### config.mk
export PLATFORM = sky130hd
export DESIGN_NAME = wrr_vc_scheduler
export DESIGN_NICKNAME = d
export VERILOG_FILES = /design/src/rtl/wrr_pkg.sv /design/src/rtl/wrr_next_vc.sv /design/src/rtl/wrr_vc_scheduler.sv
export SDC_FILE = /design/constraint.sdc
export NUM_CORES = 1
export LEC_CHECK = 0
export CORE_MARGIN = 1.5
export CORE_UTILIZATION = 38
export DETAILED_ROUTE_END_ITERATION = 8
export HOLD_SLACK_MARGIN = 0.06
export PLACE_DENSITY = 0.72
export SETUP_SLACK_MARGIN = 0.4
export SLEW_MARGIN = 15
export SYNTH_ARGS = -nofsm -noshare
export SYNTH_HDL_FRONTEND = slang
export SYNTH_SLANG_ARGS = --single-unit
export TNS_END_PERCENT = 20
### constraint.sdc
create_clock -name clk -period 5.26 [get_ports clk]
set_input_delay 0.526 -clock clk [delete_from_list [all_inputs] [get_ports clk]]
set_output_delay 0.526 -clock clk [all_outputs]
set_load 0.02 [all_outputs]
### src/rtl/wrr_pkg.sv
// ---------------------------------------------------------------------------
// wrr_pkg
// Shared definitions for the weighted round-robin VC scheduler:
//   - virtual-channel identifiers VCHANEL0..VCHANEL3
//   - scheduler state encoding (IDLE / SERVE)
//   - default data and credit widths
// ---------------------------------------------------------------------------
package wrr_pkg;

   localparam int NUM_VC       = 4;
   localparam int DEF_DATA_W   = 4;
   localparam int DEF_CREDIT_W = 4;

   typedef enum logic [1:0] {
      VCHANEL0 = 2'b00,
      VCHANEL1 = 2'b01,
      VCHANEL2 = 2'b10,
      VCHANEL3 = 2'b11
   } vc_id_e;

   typedef enum logic {
      IDLE  = 1'b0,
      SERVE = 1'b1
   } state_e;

endpackage

### src/rtl/wrr_next_vc.sv
// ---------------------------------------------------------------------------
// wrr_next_vc
// Combinational circular priority finder. Starting at 'start' and wrapping
// around, returns the first channel whose bit in 'mask' is set. The channel
// just before 'start' is therefore examined last.
// Ports:
//   start  in  2  first channel id to examine
//   mask   in  4  eligibility mask, bit i = channel i eligible
//   found  out 1  at least one eligible channel
//   id     out 2  id of the first eligible channel (0 when none found)
// ---------------------------------------------------------------------------
module wrr_next_vc
   import wrr_pkg::*;
(
   input  logic [1:0]        start,
   input  logic [NUM_VC-1:0] mask,
   output logic              found,
   output logic [1:0]        id
);

   // rot[k] = eligibility of the channel k positions after 'start'
   logic [NUM_VC-1:0] rot;
   logic [1:0]        offset;

   generate
      for (genvar gi = 0; gi < NUM_VC; gi++) begin : g_rot
         logic [1:0] idx;
         assign idx     = start + 2'(gi);
         assign rot[gi] = mask[idx];
      end
   endgenerate

   // Lowest set position of the rotated mask wins.
   always_comb begin
      offset = 2'd0;
      for (int k = NUM_VC - 1; k >= 0; k--) begin
         if (rot[k]) begin
            offset = 2'(k);
         end
      end
   end

   assign found = |rot;
   assign id    = found ? (start + offset) : 2'd0;

endmodule

### src/rtl/wrr_vc_scheduler.sv
// ---------------------------------------------------------------------------
// wrr_vc_scheduler
// Weighted round-robin scheduler draining four show-ahead VC FIFOs onto one
// egress. Each granted channel gets up to WEIGHTn pops per turn; a channel
// that runs empty forfeits the rest of its turn (one bubble cycle).
//
// Optional feature (macro WRR_WEIGHT_CFG_EN): run-time loadable weights via
// cfg_load / cfg_weight0..3. Without the macro the weights are the WEIGHTn
// parameters.
//
// Ports:
//   clk                  in   clock, rising edge
//   rst                  in   synchronous active-high reset (beats enb)
//   enb                  in   enable; low freezes all state, valid_out=0
//   empty_vchanel0..3    in   VC FIFO empty flags
//   out_vchanel0..3      in   VC FIFO head data (show-ahead)
//   full_egress          in   egress backpressure, blocks pops
//   cfg_load             in   (WRR_WEIGHT_CFG_EN) load weight registers
//   cfg_weight0..3       in   (WRR_WEIGHT_CFG_EN) new weights
//   pop_vchanel0..3      out  combinational pop strobes, one-hot or zero
//   out_wgthd_rndrobin   out  registered egress data
//   valid_out            out  egress data valid, one cycle per popped word
//   arbiter              out  registered id of the granted VC
// ---------------------------------------------------------------------------
module wrr_vc_scheduler
   import wrr_pkg::*;
#(
   parameter int DATA_W   = DEF_DATA_W,
   parameter int CREDIT_W = DEF_CREDIT_W,
   parameter int WEIGHT0  = 4,
   parameter int WEIGHT1  = 3,
   parameter int WEIGHT2  = 2,
   parameter int WEIGHT3  = 1
) (
   input  logic              clk,
   input  logic              rst,
   input  logic              enb,
   input  logic              empty_vchanel0,
   input  logic              empty_vchanel1,
   input  logic              empty_vchanel2,
   input  logic              empty_vchanel3,
   input  logic [DATA_W-1:0] out_vchanel0,
   input  logic [DATA_W-1:0] out_vchanel1,
   input  logic [DATA_W-1:0] out_vchanel2,
   input  logic [DATA_W-1:0] out_vchanel3,
   input  logic              full_egress,
`ifdef WRR_WEIGHT_CFG_EN
   input  logic                cfg_load,
   input  logic [CREDIT_W-1:0] cfg_weight0,
   input  logic [CREDIT_W-1:0] cfg_weight1,
   input  logic [CREDIT_W-1:0] cfg_weight2,
   input  logic [CREDIT_W-1:0] cfg_weight3,
`endif
   output logic              pop_vchanel0,
   output logic              pop_vchanel1,
   output logic              pop_vchanel2,
   output logic              pop_vchanel3,
   output logic [DATA_W-1:0] out_wgthd_rndrobin,
   output logic              valid_out,
   output logic [1:0]        arbiter
);

   localparam int WEIGHT_INIT [NUM_VC] = '{WEIGHT0, WEIGHT1, WEIGHT2, WEIGHT3};

   logic [NUM_VC-1:0]   empty_vec;
   logic [NUM_VC-1:0]   elig_vec;
   logic [NUM_VC-1:0]   pop_vec;
   logic [DATA_W-1:0]   head_arr   [NUM_VC];
   logic [CREDIT_W-1:0] weight_arr [NUM_VC];

   state_e              state_reg;
   logic [1:0]          arbiter_reg;
   logic [CREDIT_W-1:0] credit_reg;
   logic [DATA_W-1:0]   data_reg;
   logic                valid_reg;

   logic                serve_pop;
   logic                turn_over;
   logic                found;
   logic [1:0]          next_id;

   assign empty_vec   = {empty_vchanel3, empty_vchanel2, empty_vchanel1, empty_vchanel0};
   assign head_arr[0] = out_vchanel0;
   assign head_arr[1] = out_vchanel1;
   assign head_arr[2] = out_vchanel2;
   assign head_arr[3] = out_vchanel3;

   // ---------------------------------------------------------------- weights
`ifdef WRR_WEIGHT_CFG_EN
   logic [CREDIT_W-1:0] cfg_arr    [NUM_VC];
   logic [CREDIT_W-1:0] weight_reg [NUM_VC];

   assign cfg_arr[0] = cfg_weight0;
   assign cfg_arr[1] = cfg_weight1;
   assign cfg_arr[2] = cfg_weight2;
   assign cfg_arr[3] = cfg_weight3;

   // New weights only take effect when a credit is reloaded; the running
   // turn keeps counting down the credit it already holds.
   generate
      for (genvar gi = 0; gi < NUM_VC; gi++) begin : g_weight_reg
         always_ff @(posedge clk) begin
            if (rst) begin
               weight_reg[gi] <= CREDIT_W'(WEIGHT_INIT[gi]);
            end else if (cfg_load) begin
               weight_reg[gi] <= cfg_arr[gi];
            end
         end
         assign weight_arr[gi] = weight_reg[gi];
      end
   endgenerate
`else
   generate
      for (genvar gi = 0; gi < NUM_VC; gi++) begin : g_weight_const
         assign weight_arr[gi] = CREDIT_W'(WEIGHT_INIT[gi]);
      end
   endgenerate
`endif

   // A channel takes part in the search only if it has data and a non-zero
   // weight; weight 0 disables it permanently.
   generate
      for (genvar gi = 0; gi < NUM_VC; gi++) begin : g_elig
         assign elig_vec[gi] = !empty_vec[gi] && (weight_arr[gi] != '0);
      end
   endgenerate

   // Both the IDLE search and the end-of-turn search start one past the
   // current grant, so the current channel is considered last.
   wrr_next_vc u_next_vc (
      .start (arbiter_reg + 2'd1),
      .mask  (elig_vec),
      .found (found),
      .id    (next_id)
   );

   // ------------------------------------------------------------------ pops
   // Gated by !rst so a pop in flight during reset never reaches a FIFO.
   assign serve_pop = !rst && enb && (state_reg == SERVE) && !full_egress &&
                      !empty_vec[arbiter_reg] && (credit_reg != '0);

   assign pop_vec = serve_pop ? (NUM_VC'(1) << arbiter_reg) : '0;

   assign pop_vchanel0 = pop_vec[0];
   assign pop_vchanel1 = pop_vec[1];
   assign pop_vchanel2 = pop_vec[2];
   assign pop_vchanel3 = pop_vec[3];

   // Turn ends on the last credited pop, or when the granted channel is
   // empty (remaining credit forfeited). The empty case is independent of
   // full_egress, so an empty channel is switched away even under
   // backpressure.
   assign turn_over = serve_pop ? (credit_reg == CREDIT_W'(1))
                                : (empty_vec[arbiter_reg] || (credit_reg == '0));

   // ------------------------------------------------------------------- FSM
   always_ff @(posedge clk) begin
      if (rst) begin
         state_reg   <= IDLE;
         arbiter_reg <= VCHANEL3;
         credit_reg  <= '0;
         data_reg    <= '0;
         valid_reg   <= 1'b0;
      end else if (enb) begin
         valid_reg <= serve_pop;
         if (serve_pop) begin
            data_reg <= head_arr[arbiter_reg];
         end
         case (state_reg)
            IDLE: begin
               if (found) begin
                  state_reg   <= SERVE;
                  arbiter_reg <= next_id;
                  credit_reg  <= weight_arr[next_id];
               end
            end
            SERVE: begin
               if (turn_over) begin
                  if (found) begin
                     arbiter_reg <= next_id;
                     credit_reg  <= weight_arr[next_id];
                  end else begin
                     state_reg  <= IDLE;
                     credit_reg <= '0;
                  end
               end else if (serve_pop) begin
                  credit_reg <= credit_reg - CREDIT_W'(1);
               end
            end
            default: state_reg <= IDLE;
         endcase
      end else begin
         valid_reg <= 1'b0;
      end
   end

   assign out_wgthd_rndrobin = data_reg;
   assign valid_out          = valid_reg;
   assign arbiter            = arbiter_reg;

endmodule

== Word-level counts from Yosys, hierarchy flattened ==
Index checks and enable logic that the tools add are counted.

* Output and inout bits: 11
* Logic and storage cells: 81
* Input bits: 24
* Register bits: 12

* Shift operators: 1
* Order comparisons: 7
* Equal/unequal tests: 4
* Mux-type cells: 34
* $add $sub $neg: 6
* Bitwise gates (word level): 4
* Reductions and logical operators: 20

{| class="wikitable"
|+ Operator list
! operator !! count
|-
| 4-bit two-way mux || 9
|-
| 4-bit binary-select mux with 2-bit select || 2
|-
| 2-bit by 3-bit less-than comparator with 1-bit output (second input constant) || 5
|-
| 2-bit two-way mux || 7
|-
| 1-bit binary-select mux with 2-bit select || 5
|-
| 1-bit two-way mux || 8
|-
| 4-bit one-hot mux with 2 select lines || 1
|-
| 1-bit zero test || 7
|-
| 3-bit >= comparator (second input constant) || 2
|-
| 2-bit NOT with 3-bit output || 2
|-
| 1-bit logical AND || 5
|-
| 2-bit by 1-bit adder with 2-bit output (second input constant) || 2
|-
| 2-bit adder (second input constant) || 2
|-
| 4-bit by 1-bit == test with 1-bit output (second input constant) || 1
|-
| 4-bit zero test || 1
|-
| 2-bit by 1-bit != test with 1-bit output (second input constant) || 2
|-
| 2-bit one-hot mux with 2 select lines || 1
|-
| 2-bit AND reduction || 2
|-
| 4-bit nonzero test || 1
|-
| 4-bit OR reduction || 1
|-
| 1-bit by 2-bit left shift with 4-bit output (first input constant) || 1
|-
| 4-bit by 1-bit subtractor with 4-bit output (second input constant) || 1
|-
| 3-bit by 1-bit != test with 1-bit output (second input constant) || 1
|-
| 3-bit AND reduction || 1
|-
| other kinds (5) || 6
|}

== Depth between registers and ports, before layout ==
* Depth after elaboration: 17
* Depth in mapped cells: 15
* Mapped depth without buffers: 13

== Modules after synthesis ==
Synthesis repeated with hierarchy kept, for this count alone.

* Cells, all modules: 119
* Area, all modules: 1058.5 µm²

{| class="wikitable"
|+ By module, submodules not included
! module !! cells an instance !! area each (µm²) !! sequential area each (µm²) !! instances
|-
| wrr_vc_scheduler || 95 || 892.1 || 240.2 || 1
|-
| wrr_next_vc || 24 || 166.4 || 0.0 || 1
|}

== Least setup slack after synthesis ==
OpenSTA, ideal clock, no wires.

* Kind: register -> register
* From: register arbiter_reg[1] (netlist: arbiter[1])
* To: register credit_reg[1]
* Path buffers: 2
* Path slack: 2.374 ns
* Data required time: 5.190 ns
* Setup time: 0.070 ns
* Clock period less this slack: 2.886 ns
* Arrival: 2.816 ns
* Cell stages (with the launch flop): 16
* Cell sequence: dfxtp_1 buf_2 inv_1 ha_1 clkbuf_1 o221ai_1 o21ai_0 nand3_1 ha_1 xnor2_1 nor2b_1 a21oi_1 ha_1 o21ai_0 mux2_2 a21oi_1

* Cells in the longest elaborated chain, start to end: 17
* Elaborated cells between the ends (all ways): 37
* Those cells by class: 5 x add/sub; 2 x eq/ne; 23 x mux; 1 x bitwise; 6 x reduce/logical

{| class="wikitable"
|+ RTL lines
! item !! RTL line !! source
|-
| start, declared || wrr_vc_scheduler.sv:72 || <nowiki>logic [1:0] arbiter_reg;</nowiki>
|-
| start signal, assigned || wrr_vc_scheduler.sv:173 || <nowiki>arbiter_reg <= next_id;</nowiki>
|-
| start signal, assigned || wrr_vc_scheduler.sv:180 || <nowiki>arbiter_reg <= next_id;</nowiki>
|-
| 2-bit by 1-bit adder with 2-bit output || wrr_vc_scheduler.sv:131 || <nowiki>.start (arbiter_reg + 2'd1),</nowiki>
|-
| 2-bit adder || wrr_next_vc.sv:28 || <nowiki>assign idx = start + 2'(gi);</nowiki>
|-
| 1-bit binary-select mux with 2-bit select || wrr_next_vc.sv:29 || <nowiki>assign rot[gi] = mask[idx];</nowiki>
|-
| 1-bit two-way mux (not written as such) || wrr_next_vc.sv:29 ||
|-
| 2-bit two-way mux (4 in a row) || wrr_next_vc.sv:37 || <nowiki>if (rot[k]) begin</nowiki>
|-
| 2-bit adder || wrr_next_vc.sv:44 || <nowiki>assign id = found ? (start + offset) : 2'd0;</nowiki>
|-
| 2-bit two-way mux || wrr_next_vc.sv:44 ||
|-
| 2-bit NOT with 3-bit output (not written as such) || wrr_vc_scheduler.sv:174, wrr_vc_scheduler.sv:181 ||
|-
| 4-bit binary-select mux with 2-bit select || wrr_vc_scheduler.sv:174, wrr_vc_scheduler.sv:181 ||
|-
| 4-bit two-way mux (not written as such) (2 in a row) || wrr_vc_scheduler.sv:174, wrr_vc_scheduler.sv:181 ||
|-
| 4-bit two-way mux || wrr_vc_scheduler.sv:179 || <nowiki>if (found) begin</nowiki>
|-
| 4-bit two-way mux || wrr_vc_scheduler.sv:178 || <nowiki>if (turn_over) begin</nowiki>
|-
| 4-bit one-hot mux with 2 select lines || wrr_vc_scheduler.sv:169 || <nowiki>case (state_reg)</nowiki>
|-
| end signal, assigned || wrr_vc_scheduler.sv:174 || <nowiki>credit_reg <= weight_arr[next_id];</nowiki>
|-
| end signal, assigned || wrr_vc_scheduler.sv:181 || <nowiki>credit_reg <= weight_arr[next_id];</nowiki>
|-
| end signal, assigned || wrr_vc_scheduler.sv:187 || <nowiki>credit_reg <= credit_reg - CREDIT_W'(1);</nowiki>
|-
| end, declared || wrr_vc_scheduler.sv:73 || <nowiki>logic [CREDIT_W-1:0] credit_reg;</nowiki>
|}

Several ways; a longest one is shown, not always the timed one. The select of a mux whose other input is x is not followed.
A chain may end at the register's enable or synchronous reset.

== Final worst setup path ==
* From: input port rst
* To: output port pop_vchanel1

* Cells in the longest elaborated chain, start to end: 7

{| class="wikitable"
|+ RTL lines
! item !! RTL line !! source
|-
| start, declared || wrr_vc_scheduler.sv:36 || <nowiki>input logic rst,</nowiki>
|-
| 1-bit zero test || wrr_vc_scheduler.sv:139 || <nowiki>assign serve_pop = !rst && enb && (state_reg == SERVE) && !full_egress &&</nowiki>
|-
| 1-bit logical AND (4 in a row) || wrr_vc_scheduler.sv:139 ||
|-
| 1-bit logical AND || wrr_vc_scheduler.sv:140 || <nowiki>!empty_vec[arbiter_reg] && (credit_reg != '0);</nowiki>
|-
| 4-bit two-way mux || wrr_vc_scheduler.sv:142 || <nowiki>assign pop_vec = serve_pop ? (NUM_VC'(1) << arbiter_reg) : '0;</nowiki>
|-
| end, declared || wrr_vc_scheduler.sv:55 || <nowiki>output logic pop_vchanel1,</nowiki>
|}

Every way passes these cells.

==> results.toml <==
[synthesis]
synth_cell_types = 36
synth_top_cells_by_area = "dfxtp_1 (23%), mux4_2 (13%), ha_1 (9.5%), nand2_1 (6.0%), mux2i_1 (5.7%)"
synth.cell_area_um2 = 1060
yosys.area.top_type = "dfxtp_1"
synth_top_area_share_pct = 22.7
syn_avg_cell_area_um2 = 8.46
synth_fp_nets = 157
netlist_instances = 125
yosys_warnings = 0
seq_area_frac_synth_pct = 22.7
yosys_register_bits = 12

[power_and_ir_drop]
power_density_nw_per_um2 = 326
peakVddDrop_uv = 206
power.leakage_nw = 0.552

[routing]
wl_met2_mm = 1.27
wl_mm = 2.59
drtAntennaViolNets = 0
wire_per_inst_um = 13.9
dr_total_vias = 1048
drtIter0Drc = 32
routed.top_layer = "met4"
routed_via_density = 5.63
route.met3.wl_um = 229
drc = 0
wl_met1_mm = 1.04
drt-pass1-iter-count = 4

[clock_network]
cts-buffers-inserted = 3
htreeDepth = 1
root_buffer = "clkbuf_4"
clk_transition_reported_paths_ns = 0.07
cts_hold_buf = 0
cts_max_path_buffers = 2
postCtsSetupBuffers = 0
cts_resized = 0
cts.sinks = 12
clkLatencyLatePin_ns = 0.28
cts_tree = "yes"

[sta]
tightest_slew_ns = 0.676
finalSetupViolations = 0
rsz0062_at_grt = "false"
fin_crit_sh_pct = 65.7
clock.fmax_mhz = 289
min_period_ns = 3.46
hold_viol = 0
final.setup_skew_ns = 0.00135
slew_violations = 0
finalSetupTns_ns = 0
max-slew-margin-rel_pct = 54.9

[place]
hpwl_mm = 2.11
port_buffers = 34
gp_congestion = 0.815

[worst_setup_path]
ff2ff_path_depth = 14
endpoint_kind = "primary output"
reg2reg_to = "credit_reg[1]$_SDFFE_PP0P_"
critPathMaxFanout = 10
path_class = "input port to primary output"
worst_ep_arrival_time_ns = 2.93
r2r_slack_ns = 2.06
endpoint = "pop_vchanel1"
worst_r2r_startpoint = "arbiter[0]$_SDFFE_PP1P_"
worstSetupStartpoint = "rst"
start_kind = "input port"
crit_required_ns = 4.73

[finish]
final_nets = 189
drive_above_1_share_pct = 10.9
fillers = 230
area_growth_pct = 35.7
diodes = 0
fin_util_pct = 56.4

[grt]
grt_start_max_net_pins = 13
gr-total-overflow = 0
grt_pass1_wl_mm = 4.20
grt_antenna_before_repair = 0
grtUsageTotal_pct = 17.0
first_global_vias = 968

[floorplan]
pin_count = 35
core-area_um2 = 2540
die_w_um = 55.7
die_h_um = 55.7
die-area_um2 = 3110
start_util_pct = 41.5
core.rowCount = 18

[outcome]
run_status = "complete, no violations"

[run]
cap_violations = 0

[hold_path]
hold_path.class = "register to register"
## per-layer routing
metal	vias up	global-route usage, %
met5	-	0
met4	0	5.57
met3	5	6.74
met2	42	29.9
met1	485	18.6
li1	516	-
## where the power goes
group | switching [mW] | internal, mW
clock network | 0.0311 | 0.0422
registers | 0.0259 | 0.105
logic | 0.132 | 0.132
## synth_stat cells, drive strengths merged
master   number
dfxtp        12
o21ai         9
mux2i         6
a2bb2oi       1
mux4          6
a41o          1
nor3          4
nor2b         2
xnor2         1
inv           6
nor3b         2
o211ai        2
nor4          1
o32ai         1
nand3         4
o221ai        1
ha            8
a31o          1
o32a          1
mux2          2
nand4         3
o22ai         1
nand2b        1
and2          4
nor2         10
or2           2
a2111oi       1
a21oi         6
nand2        17
clkbuf        2
buf           6
a31oi         1
## how the worst min path moves through the flow
stage	startpoint	endpoint	slack (ns)	cells past startpoint
global route	out_wgthd_rndrobin[0]$_SDFFE_PP0P_	out_wgthd_rndrobin[0]$_SDFFE_PP0P_	0.52	2
floorplan	credit_reg[2]$_SDFFE_PP0P_	credit_reg[2]$_SDFFE_PP0P_	0.48	2
CTS	out_wgthd_rndrobin[0]$_SDFFE_PP0P_	out_wgthd_rndrobin[0]$_SDFFE_PP0P_	0.50	2
finish	out_wgthd_rndrobin[0]$_SDFFE_PP0P_	out_wgthd_rndrobin[0]$_SDFFE_PP0P_	0.49	2
global placement	out_wgthd_rndrobin[1]$_SDFFE_PP0P_	out_wgthd_rndrobin[1]$_SDFFE_PP0P_	0.48	2
detailed placement	out_wgthd_rndrobin[0]$_SDFFE_PP0P_	out_wgthd_rndrobin[0]$_SDFFE_PP0P_	0.48	2
## per-stage QoR
step	worst slack, ns	total power, mW	instances	hold WS, ns	area (um^2)
final	1.80	0.468	186	0.493	1440
after global routing	1.65	0.510	186	0.525	1440
after CTS	1.80	0.472	186	0.502	1440
after detailed placement	1.81	0.397	182	0.485	1400
after global placement	1.88	0.391	182	0.482	1400
after floorplan	2.37	0.328	125	0.477	1060
## logic make-up after synthesis
group,count (synthesis),share of synthesized area (%)
AO/OA/AOI/OAI,26,15.7
XOR/XNOR,1,0.829
adder cells (fa/ha/maj),8,9.47
buffers and inverters,14,6.27
flip-flops,12,22.7
multiplexers,14,20.6
AND/OR/NAND/NOR,50,24.4
## critical path, cell delays in order
cell,delay [ns]
clkdlybuf4s50_1,0.58
nor3b_1,0.47
nand2_1,0.17
nor3_4,0.39
and2_1,0.19
clkdlybuf4s50_1,0.60
## final cells by class
cell class,instances,area [um^2],share of cell area [%]
well taps,30,37.5,2.62
multi-input cells,99,751,52.3
flip-flops and latches,12,240,16.7
inverters,6,22.5,1.57
clock buffers,4,36.3,2.53
repair buffers,35,348,24.2
## placed cells by master (no fill, tap or decap), types with 2 or more instances in the layout
master | synthesis | layout
clkdlybuf4s50_1 | 0 | 34
nand2_1 | 17 | 17
dfxtp_1 | 12 | 12
nor2_1 | 10 | 10
o21ai_0 | 8 | 8
ha_1 | 8 | 8
inv_1 | 6 | 6
mux4_2 | 6 | 6
a21oi_1 | 6 | 6
mux2i_1 | 6 | 6
nand3_1 | 4 | 4
and2_1 | 4 | 4
nand4_1 | 3 | 3
nor3_1 | 3 | 3
clkbuf_4 | 0 | 3
o211ai_1 | 2 | 2
nor2b_1 | 2 | 2
nor3b_1 | 2 | 2
mux2_2 | 2 | 2
Power figures use the tool's default switching activity.
